--- src/rtl/cam_pkg.sv ---
// Shared types and the byte-pair to RGB888 decoder for the DVP capture front end.
package cam_pkg;

    typedef enum logic [1:0] {
        CAM_RGB565 = 2'd0,
        CAM_RGB555 = 2'd1,
        CAM_YUV422 = 2'd2,
        CAM_RAW8   = 2'd3
    } cam_mode_t;

    typedef enum logic [2:0] {
        WAIT_VB = 3'd0,
        WAIT_FR = 3'd1,
        IDLE_LN = 3'd2,
        B0      = 3'd3,
        B1      = 3'd4
    } cam_cap_state_t;

    // Channels narrower than 8 bits are widened by replicating their MSBs.
    function automatic logic [23:0] cam_unpack(input cam_mode_t mode,
                                               input logic [7:0] byte0,
                                               input logic [7:0] byte1);
        logic [15:0] p;
        p = {byte0, byte1};
        case (mode)
            CAM_RGB565: cam_unpack = {p[15:11], p[15:13], p[10:5], p[10:9], p[4:0], p[4:2]};
            CAM_RGB555: cam_unpack = {p[14:10], p[14:12], p[9:5], p[9:7], p[4:0], p[4:2]};
            default:    cam_unpack = {3{byte0}};
        endcase
    endfunction

endpackage

--- src/rtl/cam_sync_edge.sv ---
// N-stage synchroniser for a strobe pin plus an aligned data bus; the strobe
// chain carries one extra stage so its rising edge yields a one-cycle pulse.
module cam_sync_edge #(
    parameter int N = 2,
    parameter int W = 1
) (
    input  logic         clk,
    input  logic         reset_n,
    input  logic         edge_i,
    input  logic [W-1:0] din_i,
    output logic [W-1:0] dout_o,
    output logic         rise_o
);

    logic [W-1:0] data_q [N];
    logic [N:0]   edge_q;

    always_ff @(posedge clk or negedge reset_n) begin
        if (!reset_n) begin
            for (int i = 0; i < N; i++) data_q[i] <= '0;
            edge_q <= '0;
        end else begin
            data_q[0] <= din_i;
            for (int i = 1; i < N; i++) data_q[i] <= data_q[i-1];
            edge_q <= {edge_q[N-1:0], edge_i};
        end
    end

    assign dout_o = data_q[N-1];
    assign rise_o = edge_q[N-1] & ~edge_q[N];

endmodule

--- src/rtl/cam_capture.sv ---
// DVP camera capture: sync sensor pins, assemble bytes into RGB888 pixels with coordinates.
// Optional crop window enabled by defining CAM_CAPTURE_CROP_EN.
module cam_capture #(
    parameter int   DATA_W      = 8,
    parameter int   SYNC_STAGES = 2,
    parameter int   CNT_W       = 11,
    parameter logic VSYNC_POL   = 1'b1
) (
    input  logic              clk,
    input  logic              reset_n,
    input  logic              pclk,
    input  logic              vsync,
    input  logic              href,
    input  logic [DATA_W-1:0] d,
    input  logic [1:0]        mode,
`ifdef CAM_CAPTURE_CROP_EN
    input  logic [CNT_W-1:0]  crop_x0,
    input  logic [CNT_W-1:0]  crop_x1,
    input  logic [CNT_W-1:0]  crop_y0,
    input  logic [CNT_W-1:0]  crop_y1,
`endif
    output logic              pix_valid,
    output logic [7:0]        red,
    output logic [7:0]        green,
    output logic [7:0]        blue,
    output logic [CNT_W-1:0]  x,
    output logic [CNT_W-1:0]  y,
    output logic              sof,
    output logic              eol,
    output logic              frame_done,
    output logic              line_err,
    output logic [2:0]        dbg_state
);
    import cam_pkg::*;

    // vsync, href and data share the pclk synchroniser so they stay aligned with its strobe.
    logic [DATA_W+1:0] pins_s;
    logic              stb;

    cam_sync_edge #(.N(SYNC_STAGES), .W(DATA_W + 2)) u_sync (
        .clk     (clk),
        .reset_n (reset_n),
        .edge_i  (pclk),
        .din_i   ({vsync, href, d}),
        .dout_o  (pins_s),
        .rise_o  (stb)
    );

    logic       vs_act;
    logic       href_s;
    logic [7:0] byte_s;

    assign vs_act = (pins_s[DATA_W+1] == VSYNC_POL);
    assign href_s = pins_s[DATA_W];
    assign byte_s = pins_s[DATA_W-1 -: 8];

    cam_cap_state_t   state_q, state_d;
    cam_mode_t        mode_q, mode_d;
    logic [7:0]       byte0_q, byte0_d;
    logic [CNT_W-1:0] x_q, x_d, y_q, y_d;
    logic             first_q, first_d, any_q, any_d;
    logic             pix_valid_q, pix_valid_d, sof_q, sof_d, eol_q, eol_d;
    logic             fd_q, fd_d, lerr_q, lerr_d;
    logic [7:0]       red_q, red_d, green_q, green_d, blue_q, blue_d;
    logic [CNT_W-1:0] px_x_q, px_x_d, px_y_q, px_y_d;

    logic [CNT_W-1:0] xc;
    logic             emit, win, sof_pos;
    logic [7:0]       b0_sel;
    logic [23:0]      rgb;

    // The first byte of a line is handled in the IDLE_LN strobe with x already cleared.
    assign xc = (state_q == IDLE_LN) ? '0 : x_q;

`ifdef CAM_CAPTURE_CROP_EN
    assign win     = (xc >= crop_x0) && (xc <= crop_x1) && (y_q >= crop_y0) && (y_q <= crop_y1);
    assign sof_pos = 1'b1;
`else
    assign win     = 1'b1;
    assign sof_pos = (xc == '0) && (y_q == '0);
`endif

    always_comb begin
        state_d     = state_q;
        mode_d      = mode_q;
        byte0_d     = byte0_q;
        x_d         = x_q;
        y_d         = y_q;
        first_d     = first_q;
        any_d       = any_q;
        pix_valid_d = 1'b0;
        sof_d       = 1'b0;
        eol_d       = 1'b0;
        fd_d        = 1'b0;
        lerr_d      = 1'b0;
        red_d       = red_q;
        green_d     = green_q;
        blue_d      = blue_q;
        px_x_d      = px_x_q;
        px_y_d      = px_y_q;
        emit        = 1'b0;
        b0_sel      = byte_s;

        if (stb) begin
            case (state_q)
                WAIT_VB: if (vs_act) state_d = WAIT_FR;
                WAIT_FR: begin
                    if (!vs_act) begin
                        state_d = IDLE_LN;
                        mode_d  = cam_mode_t'(mode);
                        y_d     = '0;
                        first_d = 1'b1;
                        any_d   = 1'b0;
                    end
                end
                default: begin
                    if ((state_q != IDLE_LN) && !href_s) begin
                        state_d = IDLE_LN;
                        eol_d   = 1'b1;
                        y_d     = (&y_q) ? y_q : y_q + 1'b1;
                        lerr_d  = (state_q == B1) && (mode_q != CAM_RAW8);
                    end
                    // Frame end overrides everything, including a pixel on the same strobe.
                    if (vs_act) begin
                        state_d = WAIT_FR;
                        fd_d    = any_q;
                    end else if (href_s) begin
                        x_d = xc;
                        if (state_q == B1) begin
                            emit    = 1'b1;
                            b0_sel  = byte0_q;
                            state_d = B0;
                        end else if (mode_q == CAM_RAW8) begin
                            emit    = 1'b1;
                            state_d = B0;
                        end else begin
                            byte0_d = byte_s;
                            state_d = B1;
                        end
                    end
                end
            endcase
        end

        rgb = cam_unpack(mode_q, b0_sel, byte_s);
        if (emit) begin
            red_d   = rgb[23:16];
            green_d = rgb[15:8];
            blue_d  = rgb[7:0];
            px_x_d  = xc;
            px_y_d  = y_q;
            x_d     = (&xc) ? xc : xc + 1'b1;
            if (win) begin
                pix_valid_d = 1'b1;
                sof_d       = first_q & sof_pos;
                first_d     = 1'b0;
                any_d       = 1'b1;
            end
        end
    end

    always_ff @(posedge clk or negedge reset_n) begin
        if (!reset_n) begin
            state_q     <= WAIT_VB;
            mode_q      <= CAM_RGB565;
            byte0_q     <= '0;
            x_q         <= '0;
            y_q         <= '0;
            first_q     <= 1'b0;
            any_q       <= 1'b0;
            pix_valid_q <= 1'b0;
            sof_q       <= 1'b0;
            eol_q       <= 1'b0;
            fd_q        <= 1'b0;
            lerr_q      <= 1'b0;
            red_q       <= '0;
            green_q     <= '0;
            blue_q      <= '0;
            px_x_q      <= '0;
            px_y_q      <= '0;
        end else begin
            state_q     <= state_d;
            mode_q      <= mode_d;
            byte0_q     <= byte0_d;
            x_q         <= x_d;
            y_q         <= y_d;
            first_q     <= first_d;
            any_q       <= any_d;
            pix_valid_q <= pix_valid_d;
            sof_q       <= sof_d;
            eol_q       <= eol_d;
            fd_q        <= fd_d;
            lerr_q      <= lerr_d;
            red_q       <= red_d;
            green_q     <= green_d;
            blue_q      <= blue_d;
            px_x_q      <= px_x_d;
            px_y_q      <= px_y_d;
        end
    end

    assign pix_valid  = pix_valid_q;
    assign red        = red_q;
    assign green      = green_q;
    assign blue       = blue_q;
    assign x          = px_x_q;
    assign y          = px_y_q;
    assign sof        = sof_q;
    assign eol        = eol_q;
    assign frame_done = fd_q;
    assign line_err   = lerr_q;
    assign dbg_state  = state_q;

endmodule

--- config.mk ---
export PLATFORM = sky130hd
export DESIGN_NAME = cam_capture
export DESIGN_NICKNAME = d
export VERILOG_FILES = /design/src/rtl/cam_pkg.sv /design/src/rtl/cam_sync_edge.sv /design/src/rtl/cam_capture.sv
export SDC_FILE = /design/constraint.sdc
export NUM_CORES = 1
export LEC_CHECK = 0
export ABC_AREA = 1
export ABC_CLOCK_PERIOD_IN_PS = 1500
export CAP_MARGIN = 30
export CELL_PAD_IN_SITES_DETAIL_PLACEMENT = 0
export CELL_PAD_IN_SITES_GLOBAL_PLACEMENT = 2
export CORE_MARGIN = 3
export CORE_UTILIZATION = 30
export DETAILED_ROUTE_END_ITERATION = 16
export MAX_ROUTING_LAYER = met4
export PLACE_DENSITY = 0.73
export SETUP_SLACK_MARGIN = 0.1
export SLEW_MARGIN = 40
export SYNTH_ARGS = -nofsm -noshare
export SYNTH_HDL_FRONTEND = slang
export SYNTH_SLANG_ARGS = --single-unit
--- constraint.sdc ---
create_clock -name clk -period 1.5 [get_ports clk]
set_input_delay 0.3 -clock clk [delete_from_list [all_inputs] [get_ports clk]]
set_output_delay 0.3 -clock clk [all_outputs]
set_load 0.02 [all_outputs]
==> flow_metrics.env <==
export IMPL_status="complete, but fails checks"
export IMPL_violations="setup timing"
export IMPL_clkTransAtPathRegs_ns=0.07
export IMPL_start_util=0.308
export IMPL_slew_headroom=0.742
export IMPL_dp_cells=887
export IMPL_die_x_um=134
export IMPL_syn2layout_area_growth_pct=58.9
export IMPL_fin_skew_ns=0.00574
export IMPL_hp_class="reg2reg"
export IMPL_max_freq_mhz=618
export IMPL_yosysMostFrequentCell="nand2_1"
export IMPL_holdWs_ns=0.349
export IMPL_p_leak_nw=3.62
export IMPL_yosys_warnings=0
export IMPL_grt_usage=0.166
export IMPL_ys_ff_latch=111
export IMPL_dieArea_um2=17900
export IMPL_power_total_mw=11.4
export IMPL_critPathBufInv=2
export IMPL_yosysSeqAreaShare=0.566
export IMPL_slew_viol_final=0
export IMPL_portBuffers=68
export IMPL_ctsHtreeMaxLevel=3
export IMPL_cts_made_buffers=9
export IMPL_grt_max_degree=54
export IMPL_crit_path_max_incr_delay_ns=0.45
export IMPL_period_share=1.08
export IMPL_fp_dieH_um=134
export IMPL_crit_family="simple AND/OR/NAND/NOR gates"
export IMPL_drt_iter0_markers=263
export IMPL_drc=0
export IMPL_final_min_clock_period_ns=1.62
export IMPL_ios=69
export IMPL_cts_tree="done"
export IMPL_numClockSinks=111
export IMPL_antenna_found_initial=0
export IMPL_rsz0062_at_grt="yes"
export IMPL_place_gp_congestion=0.876
export IMPL_synth_top_cell_by_area="dfrtp_1"
export IMPL_syn_area_um2=4910
export IMPL_synth_edf_count=0
export IMPL_cp_arrival_ns=1.87
export IMPL_synth_async_sr_flop_share=1.00
export IMPL_worst_path_max_delay_cell="dfrtp_2"
export IMPL_cts_root_buf="clkbuf_16"
export IMPL_cap_violations=0
export IMPL_syn_avg_cell_area_um2=8.86
export IMPL_grt_pass1_wl_um=22900
export IMPL_powerDensity_nw_per_um2=1460
export IMPL_final_area_um2=7800
export IMPL_gr_total_overflow=0
export IMPL_dp_hpwl_um=9380
export IMPL_synth_top_area_frac=0.566
export IMPL_clkLatencyLatePin_ns=0.36
export IMPL_hold_viol_final=0
export IMPL_required_ns=1.75
export IMPL_setup_violations=54
export IMPL_finish_net_count=741
export IMPL_worstSetupPathType="reg2reg"
export IMPL_fin_cells=944
export IMPL_ys_types=34
export IMPL_drive_gt1_frac=0.385
export IMPL_num_rows=46
export IMPL_cts_buffer_depth=2
export IMPL_dpl_cell_area_um2=6350
export IMPL_netlist_top_cells_count="nand2_1, dfrtp_1, inv_1"
export IMPL_totalWireLength_um=14400
export IMPL_grt_pass1_vias=4319
export IMPL_yosys_top_cells_area="dfrtp_1, nand2_1, nand3_1, inv_1, nor2_1"
export IMPL_viasPerCell=4.58
export IMPL_tightest_slew_ns=0.386
export IMPL_core_um2=15900
export IMPL_antenna_cells=0
export IMPL_firstDrtPassIters=4
export IMPL_crit_path_max_fanout=8
export IMPL_vdd_drop_max_uv=834
export IMPL_synthFlopType="dfrtp_1"
export IMPL_vias=4324
export IMPL_routedWlPerCell_um=15.2
export IMPL_critPathLaunchType="register"
export IMPL_synth_fp_nets=572
export IMPL_critPathCaptureType="register"
export IMPL_setup_slack_ns=-0.118
export IMPL_synth_cells=554
export IMPL_final_antenna_net_count=0
export IMPL_postLayoutCoreUtil=0.489
export IMPL_path_cells="nor2_4 -> buf_12 -> nand2_8 -> nand3_2 -> nor2_4 -> nand3_4 -> nand2_8 -> buf_4 -> nand3_2 -> nand2_1"
==> through the flow <==
step,TNS [ns],setup WS [ns]
floorplan,0,0.0130
global placement,-1.67,-0.170
detailed placement,-2.80,-0.175
CTS,-3.42,-0.114
global route,-8.96,-0.214
finish,-3.32,-0.118
==> cell families after synthesis <==
logic type | count (synthesis) | synth area share
simple gates | 274 | 0.256
xor+xnor | 6 | 0.0107
flops | 111 | 0.566
fa+ha+maj | 3 | 0.00764
compound gates | 81 | 0.0882
buf+inv | 79 | 0.0718
==> state kept, by name (all words and copies together) (netlist names), 8 cells and up <==
register	count
blue	8
x_q	11
red	8
u_sync.dout_o	10
y	11
y_q	11
u_sync.data_q	10
green	8
x	11
byte0_q	8
==> report_power, final <==
part	internal (mW)	switching, mW	total, mW	leakage, nW
clock	1.34	1.12	2.46	0.152
sequential	3.65	0.428	4.08	1.42
combinational	2.06	2.83	4.89	2.05
==> path summary, 6_finish.rpt <==
path                                   start               end  slack, ns  cells after the start
max                             dbg_state[0]            x_q[0]      -0.12                     10
min                        u_sync.data_q[12]  u_sync.dout_o[2]       0.35                      0
max reg2reg                     dbg_state[0]            x_q[0]      -0.12                     10
max in group asynchronous            reset_n        byte0_q[1]       0.57                      3
min reg2reg                u_sync.data_q[12]  u_sync.dout_o[2]       0.35                      0
min in group asynchronous            reset_n              y[3]       0.36                      2
==> placed cells by master (no fill, tap or decap), types with 3 or more instances in the layout <==
cell,n
nand3_4,12
a21oi_1,8
nand2_2,24
nand2_8,9
o21ai_2,6
nand4_1,7
dfrtp_2,3
nor2_2,8
clkdlybuf4s50_1,13
nor2_1,46
nand3_2,27
nand3_1,22
o21ai_0,9
clkbuf_16,10
nor2_4,10
nand2_1,89
o22ai_1,3
inv_6,3
buf_12,12
inv_2,13
o21ai_1,28
buf_4,69
inv_1,46
nand2_4,15
a21oi_2,15
clkinv_2,4
xor2_1,6
clkdlybuf4s15_1,17
a21oi_4,3
dfrtp_1,108
inv_4,3
dlygate4sd2_1,33
buf_6,17
==> routing by layer <==
layer / vias to the layer above / share of wire / track usage
met5: - / 0 / -
met3: 12 / 0.034 / 0.0334
met1: 2096 / 0.49 / 0.234
met4: 0 / 0.012 / 0.0486
met2: 76 / 0.46 / 0.243
li1: 2140 / - / -
==> layout make-up <==
class	instances	area [um2]
Clock buffer	10	239
Tap cell	216	270
Clock inverter	6	58.8
Multi-Input combinational cell	368	2560
Timing Repair Buffer	167	1610
Fill cell	1494	8140
Sequential cell	111	2780
Timing Repair inverter	1	8.76
Inverter	65	273
==> repair_timing <==
action / CTS / global route
gates cloned: 5 / 2
pin swaps: 41 / 23
gates resized for setup: 183 / 96
hold buffers: 1 / 0
setup endpoints to repair: 119 / 105
buffers inserted: 25 / 8
hold endpoints to repair: 15 / 0
Power figures use the tool's default switching activity.
